===== src/rtl/spi_pkg.sv =====
// Shared types and constants for the SPI slave frame endpoint.
package spi_pkg;

    localparam int unsigned SPI_WIDTH       = 16;
    localparam int unsigned SPI_SYNC_STAGES = 2;
    localparam int unsigned SPI_CNT_W       = 8;

    typedef enum logic [1:0] {
        IDLE  = 2'd0,
        SHIFT = 2'd1,
        DONE  = 2'd2
    } spi_state_t;

endpackage


===== src/rtl/spi_sync_edge.sv =====
// Multi-flop synchroniser with one extra register for rise/fall event detection.
module spi_sync_edge
    import spi_pkg::*;
#(
    parameter int unsigned STAGES   = SPI_SYNC_STAGES,
    parameter logic        IDLE_LVL = 1'b0
) (
    input  logic clk,
    input  logic rst_n,
    input  logic din,
    output logic sync,
    output logic rise_c,
    output logic fall_c
);

    logic [STAGES-1:0] sync_q;
    logic              prev_q;

    always_ff @(posedge clk or negedge rst_n) begin
        if (!rst_n) begin
            sync_q <= {STAGES{IDLE_LVL}};
            prev_q <= IDLE_LVL;
        end else begin
            sync_q <= {sync_q[STAGES-2:0], din};
            prev_q <= sync_q[STAGES-1];
        end
    end

    assign sync   = sync_q[STAGES-1];
    assign rise_c = sync & ~prev_q;
    assign fall_c = ~sync & prev_q;

endmodule


===== src/rtl/spi_slave_frame.sv =====
// 16-bit SPI slave: synchronised pins, MSB-first shift in/out, valid/ack frame hand-off.
// Optional sticky overrun flag enabled by defining SPI_SLAVE_OVERRUN_EN.
module spi_slave_frame
    import spi_pkg::*;
#(
    parameter int unsigned WIDTH       = SPI_WIDTH,
    parameter int unsigned SYNC_STAGES = SPI_SYNC_STAGES
) (
    input  logic                 clk,
    input  logic                 RESET,
    input  logic                 LOAD,
    input  logic                 SCLK,
    input  logic                 MOSI,
    output logic                 MISO,
    input  logic [WIDTH-1:0]     STX_DAT,
    output logic [WIDTH-1:0]     SRX_DAT,
    output logic                 rx_valid,
    input  logic                 rx_ack,
    output logic                 frame_err,
    output logic                 overrun,
    output logic                 busy,
    output logic [WIDTH-1:0]     sr_STX,
    output logic [WIDTH-1:0]     sr_SRX,
    output logic [SPI_CNT_W-1:0] cb_bit
);

    localparam int unsigned      CNT_W    = SPI_CNT_W;
    localparam logic [CNT_W-1:0] CNT_MAX  = '1;
    localparam logic [CNT_W-1:0] CNT_FULL = CNT_W'(WIDTH);

    logic load_sync, load_rise_c, load_fall_c;
    logic sclk_sync, sclk_rise_c, sclk_fall_c;
    logic [SYNC_STAGES-1:0] mosi_q;
    logic                   mosi_sync;
    logic [SYNC_STAGES:0]   flush_q;
    logic                   armed_q;
    logic                   capture_c;
    spi_state_t             state_q, state_nxt;

    spi_sync_edge #(.STAGES(SYNC_STAGES), .IDLE_LVL(1'b1)) u_load_sync (
        .clk    (clk),
        .rst_n  (RESET),
        .din    (LOAD),
        .sync   (load_sync),
        .rise_c (load_rise_c),
        .fall_c (load_fall_c)
    );

    spi_sync_edge #(.STAGES(SYNC_STAGES), .IDLE_LVL(1'b0)) u_sclk_sync (
        .clk    (clk),
        .rst_n  (RESET),
        .din    (SCLK),
        .sync   (sclk_sync),
        .rise_c (sclk_rise_c),
        .fall_c (sclk_fall_c)
    );

    // MOSI needs only a level; arming waits for the synchronisers to flush
    // after reset and then for an idle bus, so a frame cut by reset is skipped.
    always_ff @(posedge clk or negedge RESET) begin
        if (!RESET) begin
            mosi_q  <= '0;
            flush_q <= '0;
            armed_q <= 1'b0;
        end else begin
            mosi_q  <= {mosi_q[SYNC_STAGES-2:0], MOSI};
            flush_q <= {flush_q[SYNC_STAGES-1:0], 1'b1};
            armed_q <= armed_q | (flush_q[SYNC_STAGES] & load_sync & ~sclk_sync);
        end
    end

    assign mosi_sync = mosi_q[SYNC_STAGES-1];
    assign capture_c = (state_q == DONE) && (cb_bit == CNT_FULL);
    assign MISO      = sr_STX[WIDTH-1];

    always_ff @(posedge clk or negedge RESET) begin
        if (!RESET) state_q <= IDLE;
        else        state_q <= state_nxt;
    end

    always_comb begin
        state_nxt = state_q;
        case (state_q)
            IDLE:    if (armed_q && load_fall_c) state_nxt = SHIFT;
            SHIFT:   if (load_rise_c) state_nxt = DONE;
            DONE:    state_nxt = IDLE;
            default: state_nxt = IDLE;
        endcase
    end

    // Datapath; in SHIFT the SCLK event lands first so DONE sees the final count.
    always_ff @(posedge clk or negedge RESET) begin
        if (!RESET) begin
            sr_STX    <= '0;
            sr_SRX    <= '0;
            cb_bit    <= '0;
            SRX_DAT   <= '0;
            rx_valid  <= 1'b0;
            frame_err <= 1'b0;
            overrun   <= 1'b0;
            busy      <= 1'b0;
        end else begin
            frame_err <= 1'b0;
            busy      <= (state_nxt != IDLE);
            case (state_q)
                IDLE: begin
                    if (armed_q && load_fall_c) begin
                        sr_STX <= STX_DAT;
                        sr_SRX <= '0;
                        cb_bit <= '0;
                    end
                end
                SHIFT: begin
                    if (sclk_rise_c) begin
                        sr_SRX <= {sr_SRX[WIDTH-2:0], mosi_sync};
                        if (cb_bit != CNT_MAX) cb_bit <= cb_bit + CNT_W'(1);
                    end
                    if (sclk_fall_c) sr_STX <= {sr_STX[WIDTH-2:0], 1'b0};
                end
                DONE: begin
                    if (capture_c) SRX_DAT   <= sr_SRX;
                    else           frame_err <= 1'b1;
                end
                default: ;
            endcase

            if (capture_c)   rx_valid <= 1'b1;
            else if (rx_ack) rx_valid <= 1'b0;

`ifdef SPI_SLAVE_OVERRUN_EN
            if (capture_c && rx_valid) overrun <= 1'b1;
            else if (rx_ack)           overrun <= 1'b0;
`else
            overrun <= 1'b0;
`endif
        end
    end

endmodule


===== config.mk =====
export PLATFORM = sky130hd
export DESIGN_NAME = spi_slave_frame
export DESIGN_NICKNAME = d
export VERILOG_FILES = /design/src/rtl/spi_pkg.sv /design/src/rtl/spi_sync_edge.sv /design/src/rtl/spi_slave_frame.sv
export SDC_FILE = /design/constraint.sdc
export NUM_CORES = 1
export LEC_CHECK = 0
export ABC_AREA = 1
export CAP_MARGIN = 20
export CELL_PAD_IN_SITES_DETAIL_PLACEMENT = 1
export CELL_PAD_IN_SITES_GLOBAL_PLACEMENT = 1
export CORE_AREA = 2 2 120 64
export DETAILED_ROUTE_END_ITERATION = 7
export DIE_AREA = 0 0 122 66
export DONT_BUFFER_PORTS = 1
export GPL_ROUTABILITY_DRIVEN = 0
export PLACE_DENSITY_LB_ADDON = 0.1
export SYNTH_ARGS = -nofsm -noshare
export SYNTH_HDL_FRONTEND = slang
export SYNTH_SLANG_ARGS = --single-unit

===== constraint.sdc =====
create_clock -name clk -period 1.7 [get_ports clk]
set_clock_uncertainty 0.05 [all_clocks]
set_input_delay 0 -clock clk [delete_from_list [all_inputs] [get_ports clk]]
set_output_delay 0 -clock clk [all_outputs]
set_load 0.05 [all_outputs]

# --- Word level (Yosys, flattened, before mapping) ---
# Cells that the tools add are included.
totals:
  in_bits: 22
  ff_bits: 73
  out_inout_bits: 61
  wordCells: 62
classes:
  eq_ne: 8
  n_mux: 17
  n_bitwise: 11
  add_sub_neg: 1
  n_reduce_logical: 10
ops:
  columns: ["op", "n"]
  rows:
  - ["16-bit two-way mux", 4]
  - ["16-bit case mux with 2 select lines", 2]
  - ["8-bit two-way mux", 3]
  - ["8-bit case mux with 2 select lines", 1]
  - ["8-bit by 1-bit adder with 8-bit output (second input constant)", 1]
  - ["8-bit by 5-bit equality test with 1-bit output (second input constant)", 1]
  - ["2-bit != test (second input constant)", 4]
  - ["8-bit != test (second input constant)", 1]
  - ["1-bit bitwise AND", 6]
  - ["3-bit AND reduction", 2]
  - ["2-bit nonzero test", 3]
  - ["1-bit two-way mux", 4]
  - ["2-bit two-way mux", 2]
  - ["1-bit NOT", 4]
  - ["2-bit case mux with 2 select lines", 1]
  - ["4-bit AND reduction", 1]
  - ["2-bit by 1-bit equality test with 1-bit output (second input constant)", 1]
  - ["2-bit equality test (second input constant)", 1]
  - ["1-bit logical AND", 2]
  - ["2-bit logical NOT", 1]
  - ["2-bit AND reduction", 1]
  - ["1-bit OR", 1]

# --- Longest topological paths before layout ---
# Gate-level depths: netlist (run 1).
logic_depth:
  ltp_word: 6
  depth_mapped: 9
  depth_no_buf: 8

# --- Modules after synthesis ---
# From an unflattened synthesis (run 1), not the netlist that was laid out.
hier_totals:
  hier_cells: 304
  area_unflattened_um2: 3044.2
by_module_without_submodules:
  columns: ["module", "area_each_um2", "cells_per_inst", "n_inst", "seq_area_each_um2"]
  rows:
  - ["spi_slave_frame", 2860.2, 290, 1, 1676.6]
  - ["spi_sync_edge at u_load_sync", 93.8, 7, 1, 78.8]
  - ["spi_sync_edge at u_sclk_sync", 90.1, 7, 1, 75.1]

# --- Worst setup path after synthesis (run 1) ---
# OpenSTA, ideal clock, no wires.
synth_path:
  path_type: "register to register"
  startpoint: "register cb_bit[0]"
  endpoint: "register rx_valid"
  setup_time_ps: 131
  path_slack_ps: -89
  required_ps: 1519
  path_buffers: 1
  t_arrival_ps: 1608
  stages_incl_launch_ff: 7
  period_less_slack_ps: 1789
  path_cell_list: "dfrtp_1 > inv_1 > ha_1 > nor3b_1 > nand3_1 > buf_2 > o21ai_0"
synth_between:
  elab_chain_cells: 3
  word_cells_on_any_way: 4
  classes_between: "eq/ne (1); mux (1); reduce/logical (2)"
synth_lines:
  columns: ["item", "line_no", "rtl"]
  rows:
  - ["start: declaration", "spi_slave_frame.sv:24", "output logic [SPI_CNT_W-1:0] cb_bit"]
  - ["start signal: assignment", "spi_slave_frame.sv:116", "if (cb_bit != CNT_MAX) cb_bit <= cb_bit + CNT_W'(1);"]
  - ["8-bit by 5-bit equality test with 1-bit output *", "spi_slave_frame.sv:73", "assign capture_c = (state_q == DONE) && (cb_bit == CNT_FULL);"]
  - ["1-bit logical AND *", "spi_slave_frame.sv:73", null]
  - ["1-bit two-way mux or 2-bit nonzero test (tied branches)", null, null]
  - ["end signal: assignment", "spi_slave_frame.sv:98", "rx_valid <= 1'b0;"]
  - ["end signal: assignment", "spi_slave_frame.sv:127", "if (capture_c) rx_valid <= 1'b1;"]
  - ["end signal: assignment", "spi_slave_frame.sv:128", "else if (rx_ack) rx_valid <= 1'b0;"]
  - ["end: declaration", "spi_slave_frame.sv:17", "output logic rx_valid,"]
# Every way passes the cells marked *; elsewhere a longest branch is shown, timed or not.
# A chain may end at the register's enable or synchronous reset.

# --- Worst setup path after layout (run 1) ---
layout_path:
  startpoint: "register cb_bit[0]"
  endpoint: "register SRX_DAT[1]"
layout_between:
  elab_chain_cells: 3
layout_lines:
  columns: ["item", "line_no", "rtl"]
  rows:
  - ["8-bit by 5-bit equality test with 1-bit output", "spi_slave_frame.sv:73", null]
  - ["1-bit logical AND", "spi_slave_frame.sv:73", null]
  - ["2-bit AND reduction (no line)", null, null]
  - ["end signal: assignment", "spi_slave_frame.sv:121", "if (capture_c) SRX_DAT <= sr_SRX;"]
  - ["end: declaration", "spi_slave_frame.sv:16", "output logic [WIDTH-1:0] SRX_DAT,"]
# No other way between the ends.

==> results.toml, run 1 <==
[status]
outcome = "finished, violations left"
failed_checks = "hold timing"

[logic_synthesis]
synth_area_leaders = "dfrtp_1 (56%), nand2_1 (15%), nand3_1 (3.5%)"
synth_edf_count = 0
synth.cell_area_sq_um = 3140
synth_commonest_cells = "nand2_1 (127), dfrtp_1 (70), inv_1 (29)"
synthArstFlopShare_pct = 100
synth.avg_cell_area_sq_um = 8.90
synth_top_area_cell = "dfrtp_1"
yosysWarnings = 0
synth_seq_area_share_pct = 58.3
yosysMostFrequentCell = "nand2_1"
syn-instance-count = 353
synth_cell_type_count = 27
synthFlopType = "dfrtp_1"
synth-seq-cells = 73
synth_top_area_share_pct = 55.8
synth.net_count = 377

[placed_design]
portBuffers = 0
pre_cts_ws_ns = 0.0541
dp_hpwl_mm = 5.50
placed_area_sq_um = 3440

[setup_path]
r2r_slack_ns = 0.10
cp_slowest_cell = "dfrtp_2"
rr_worst_depth = 7
cp_cell_sequence = "inv_1 -> ha_1 -> nor3b_2 -> nand3_1 -> buf_12 -> nand2_1 -> o21ai_1"
startpoint_type = "register"
critical-path-max-stage-delay_ns = 0.43
cp_max_fo = 33
worstReg2RegStart = "cb_bit[0]"
required_ns = 1.86
endpoint = "SRX_DAT[1]"
crit_type = "reg2reg"
endpoint_kind = "register"
worstReg2RegEnd = "SRX_DAT[1]"
startpoint = "cb_bit[0]"
arrival_ns = 1.76

[timing]
min_period_ns = 1.60
fin_tns_setup_ns = 0
finalSetupViolations = 0
setup_ws_ns = 0.103
clock.fmax_mhz = 626
holdWs_ns = -0.697
period_share_pct = 94.0
slew-limit-headroom_pct = 63.6
maxSlewViolCount = 0
hold_viol_final = 73
tightest_slew_ns = 0.547

[finish]
nets = 429
diodes = 0
area_delta_synth_final_pct = 26.9
fin_area_sq_um = 3990
fillers = 820
layout-drive-gt1-share_pct = 20.2

[clock_tree]
holdBufCountCts = 20
clk_latency_ns = 0.34
htree_levels = 3
cts_buffer_depth = 2
clk_transition_reported_paths_ns = 0.06
clock-sinks = 73
tritoncts = "built"
cts-buffers-inserted = 9
clk_root_buffer_cell = "clkbuf_16"

[die]
io-pin-count = 83
die-height_um = 66
core_area_sq_um = 7020
initial_core_util_pct = 44.7
num_rows = 22
die_w_um = 122
die-area_sq_um = 8050

[global_route]
grt_pass1_wl_mm = 13.6
grt_start_max_net_pins = 74
grt_pass1_vias = 2662
track_usage_pct = 22.8
overflow = 0
antenna_found_initial = 0

[worst_hold_path]
min_path_type = "in2async"

[routing]
wl_per_cell_um = 16.6
first_iter_violations = 126
ant_nets = 0
via_per_inst = 5.02
drc = 0
vias = 2541
wirelength_mm = 8.39
firstDrtPassIters = 4

[pwr]
ir_drop_uv = 874
power.leakage_nw = 1.94
p_per_area_nw_per_um2 = 1460

[job]
maxCapViolCount = 0
[critical path: cells and delay by family (launching register included)]
family                     cells  cell delay, ns
adders and majority gates      1            0.16
buffers and inverters          2            0.31
AOI/OAI and AO/OA              1            0.09
DFF                            1            0.43
and+or+nand+nor                3            0.41
[layout by cell type (no fill, tap or decap), types with 3 or more instances in the layout]
| master | count |
|---|---|
| o21ai_1 | 17 |
| o21ai_0 | 22 |
| clkbuf_16 | 9 |
| dfrtp_1 | 68 |
| inv_1 | 29 |
| nor2_1 | 12 |
| nand2_1 | 127 |
| clkbuf_8 | 3 |
| buf_4 | 36 |
| dlygate4sd3_1 | 20 |
| dfstp_2 | 3 |
| o21ai_2 | 5 |
| nand2_2 | 9 |
| nand3_1 | 22 |
[logic make-up after synthesis]
| kind of cell | count (synthesis) | synth area share (%) |
|---|---|---|
| other | 2 | 0.239 |
| adders and majority gates | 2 | 0.797 |
| buffers and inverters | 48 | 7.57 |
| DFF | 73 | 58.3 |
| AOI/OAI and AO/OA | 49 | 8.65 |
| and+or+nand+nor | 179 | 24.5 |
[state kept, by name, indices dropped and copies added (netlist names)]
name / count
u_sclk_sync.prev_q: 1
state_q: 2
u_sclk_sync.sync_q: 2
sr_SRX: 16
SRX_DAT: 16
rx_valid: 1
u_load_sync.prev_q: 1
cb_bit: 8
u_load_sync.sync_q: 2
armed_q: 1
mosi_q: 2
busy: 1
sr_STX: 16
flush_q: 3
frame_err: 1
[area by class of cell]
cell class	count	area, sq um	area share [%]
clock buffers	12	267	6.69
clock inverters	4	50.0	1.26
inverters	31	119	2.98
multi-input cells	232	1100	27.5
flip-flops and latches	73	1830	46.0
well taps	96	120	3.01
repair buffers	58	502	12.6
[metal layers]
| metal | track usage, % | up-vias | wire (um) |
|---|---|---|---|
| li1 | - | 1205 | - |
| met1 | 29.5 | 1252 | 3880 |
| met2 | 34.2 | 79 | 3710 |
| met3 | 11.8 | 5 | 751 |
| met4 | 5.17 | 0 | 49 |
| met5 | 0 | - | 0 |
[report_power, final]
group          internal, mW  switching (mW)  leakage, nW
logic                 0.351           0.796        0.831
registers              1.96           0.724        0.955
clock network          1.25           0.725        0.151
total                  3.56            2.24         1.94
[stage by stage]
stage / utilization [%] / hold WS (ns) / total power [mW] / instances
global placement: 49.1 / -0.344 / 3.75 / 470
detailed placement: 49.1 / -0.344 / 3.79 / 470
CTS: 56.4 / -0.710 / 5.83 / 506
global route: 56.8 / -0.718 / 6.06 / 506
floorplan: - / -0.346 / 3.49 / 353
finish: 56.8 / -0.697 / 5.81 / 506
[repair_timing]
item | CTS | global route
endpoints found under the hold margin | 93 | 73
gates resized for setup | 0 | 6
endpoints found under the setup margin | 0 | 33
buffers inserted | 0 | 0
[worst min-delay path by stage]
| stage | cells past startpoint | slack, ns | to | startpoint |
|---|---|---|---|---|
| floorplan | 0 | -0.35 | SRX_DAT[0] | RESET |
| detailed placement | 0 | -0.34 | sr_STX[0] | RESET |
| CTS | 0 | -0.71 | sr_STX[0] | RESET |
| global route | 0 | -0.72 | sr_STX[2] | RESET |
| global placement | 0 | -0.34 | flush_q[0] | RESET |
| finish | 0 | -0.70 | sr_STX[0] | RESET |
Note: power is estimated with default switching activity, not from simulation.
==> run 2, diff against run 1 <==
--- a/config.mk
+++ b/config.mk
@@ -9,9 +9,9 @@
 export CAP_MARGIN = 20
 export CELL_PAD_IN_SITES_DETAIL_PLACEMENT = 1
 export CELL_PAD_IN_SITES_GLOBAL_PLACEMENT = 1
-export CORE_AREA = 2 2 120 64
+export CORE_AREA = 2 2 122 65
 export DETAILED_ROUTE_END_ITERATION = 7
-export DIE_AREA = 0 0 122 66
+export DIE_AREA = 0 0 124 67
 export DONT_BUFFER_PORTS = 1
 export GPL_ROUTABILITY_DRIVEN = 0
 export PLACE_DENSITY_LB_ADDON = 0.1
==> run 2 against run 1 <==
Net effect:
- register-to-register slack better by 0.02 ns
- non-clock buffer count down 1
- core utilization shrank 1.1 points
- clock power rose by 4%
- total power increased by 0.63%
- final cell count down 0.20%
- via count decreased by 0.94%
- critical endpoint is now sr_STX[6]
- count of clock-buffer cells in the layout decreased by 1
- the run still ends with hold timing left
- sequential share of layout area about the same
==> results.toml, run 2 (synthesized netlist as in run 1, its figures left out) <==
[routing]
wl_per_cell_um = 15.5
wirelength_mm = 7.82
vias = 2517
via_per_inst = 4.98
m1WireLength_mm = 3.72
highest_layer = "met4"
first_iter_violations = 108
met3_length_um = 621
ant_nets = 0
dr_wl_met2_mm = 3.40
firstDrtPassIters = 4
drc = 0

[clock_tree]
tritoncts = "built"
cts-buffers-inserted = 9
holdBufCountCts = 20
clk_root_buffer_cell = "clkbuf_16"
clk_transition_reported_paths_ns = 0.06
cts_buffer_depth = 2
clock-sinks = 73
htree_levels = 3
clk_latency_ns = 0.33

[timing]
finalSetupViolations = 0
hold_viol_final = 73
setup_ws_ns = 0.119
rsz0062_at_grt = "yes"
slew-limit-headroom_pct = 60.5
holdWs_ns = -0.687
period_share_pct = 93.0
tightest_slew_ns = 0.592
clock.fmax_mhz = 632
min_period_ns = 1.58
maxSlewViolCount = 0

[placed_design]
placed_area_sq_um = 3420
portBuffers = 0
dp_hpwl_mm = 5.24
pre_cts_ws_ns = 0.0758

[die]
die-area_sq_um = 8310
core_area_sq_um = 7160
num_rows = 22
die_w_um = 124
die-height_um = 67
initial_core_util_pct = 43.9
io-pin-count = 83

[setup_path]
cp_max_fo = 15
worstReg2RegStart = "u_load_sync.prev_q"
startpoint_type = "register"
startpoint = "u_load_sync.prev_q"
crit_type = "reg2reg"
endpoint_kind = "register"
required_ns = 1.86
arrival_ns = 1.75

[finish]
diodes = 0
fin_area_sq_um = 3980
final_common_cell = "nand2_1"
layout-drive-gt1-share_pct = 20.0
layout_common_cells = "nand2_1 (127), dfrtp_1 (68), buf_4 (35), inv_1 (29)"
area_delta_synth_final_pct = 26.8
reg_top3 = "SRX_DAT: 16 flops, sr_SRX: 16 flops, sr_STX: 16 flops"
nets = 428

[global_route]
grt_start_max_net_pins = 74
antenna_found_initial = 0
overflow = 0
grt_pass1_vias = 2567
track_usage_pct = 20.9
grt_pass1_wl_mm = 13.0

[job]
maxCapViolCount = 0

[worst_hold_path]
min_path_type = "in2async"

[pwr]
p_per_area_nw_per_um2 = 1470
power.leakage_nw = 1.94
ir_drop_uv = 866

[status]
failed_checks = "hold timing"
outcome = "finished, violations left"
==> run 2: layer usage <==
metal	vias up	GRT usage [%]
met1	1242	27.3
met2	67	32.1
met3	8	8.56
li1	1200	-
met5	-	0
met4	0	5.48
==> run 2: path summary, 6_finish.rpt <==
check | endpoint | slack [ns] | cells after the start
min reg2reg | flush_q[1] | 0.30 | 0
max reg2reg | sr_STX[6] | 0.12 | 8
max | sr_STX[6] | 0.12 | 8
min in group clk | u_load_sync.sync_q[0] | 0.16 | 1
min | busy | -0.69 | 0
max in group asynchronous | u_load_sync.prev_q | 2.11 | 0
==> run 2: final cells by class <==
| cell class | instances | area (sq um) |
|---|---|---|
| Clock inverter | 5 | 77.6 |
| Timing Repair Buffer | 57 | 485 |
| Sequential cell | 73 | 1830 |
| Fill cell | 826 | 3170 |
| Tap cell | 96 | 120 |
| Inverter | 31 | 118 |
| Multi-Input combinational cell | 232 | 1100 |
| Clock buffer | 11 | 253 |
==> run 2: power by group <==
part	switching [mW]	internal [mW]	leakage, nW	total, mW
registers	0.757	1.96	0.955	2.71
logic	0.749	0.334	0.819	1.08
clock network	0.688	1.36	0.162	2.05
==> run 2: through the flow <==
| stage | setup TNS (ns) | util [%] | power (mW) | std cells |
|---|---|---|---|---|
| after floorplan | 0 | - | 3.49 | 353 |
| after global placement | 0 | 47.7 | 3.73 | 468 |
| after detailed placement | 0 | 47.7 | 3.78 | 468 |
| after CTS | 0 | 55.2 | 5.88 | 504 |
| after global routing | -0.0157 | 55.6 | 6.13 | 505 |
| final | 0 | 55.6 | 5.84 | 505 |
==> run 2: critical path: stages (launching register included) <==
cell,delay (ns)
dfstp_2,0.53
inv_1,0.05
nor2_1,0.13
nand3_2,0.15
nand2_2,0.11
nand2_2,0.09
buf_4,0.21
nand2_1,0.07
nand2_1,0.07
==> run 2: repair_timing <==
item | 4_1_cts | 5_1_grt
buffers inserted | 0 | 1
hold endpoints to repair | 93 | 73
resized for setup | 0 | 6
endpoints found under the setup margin | 0 | 43
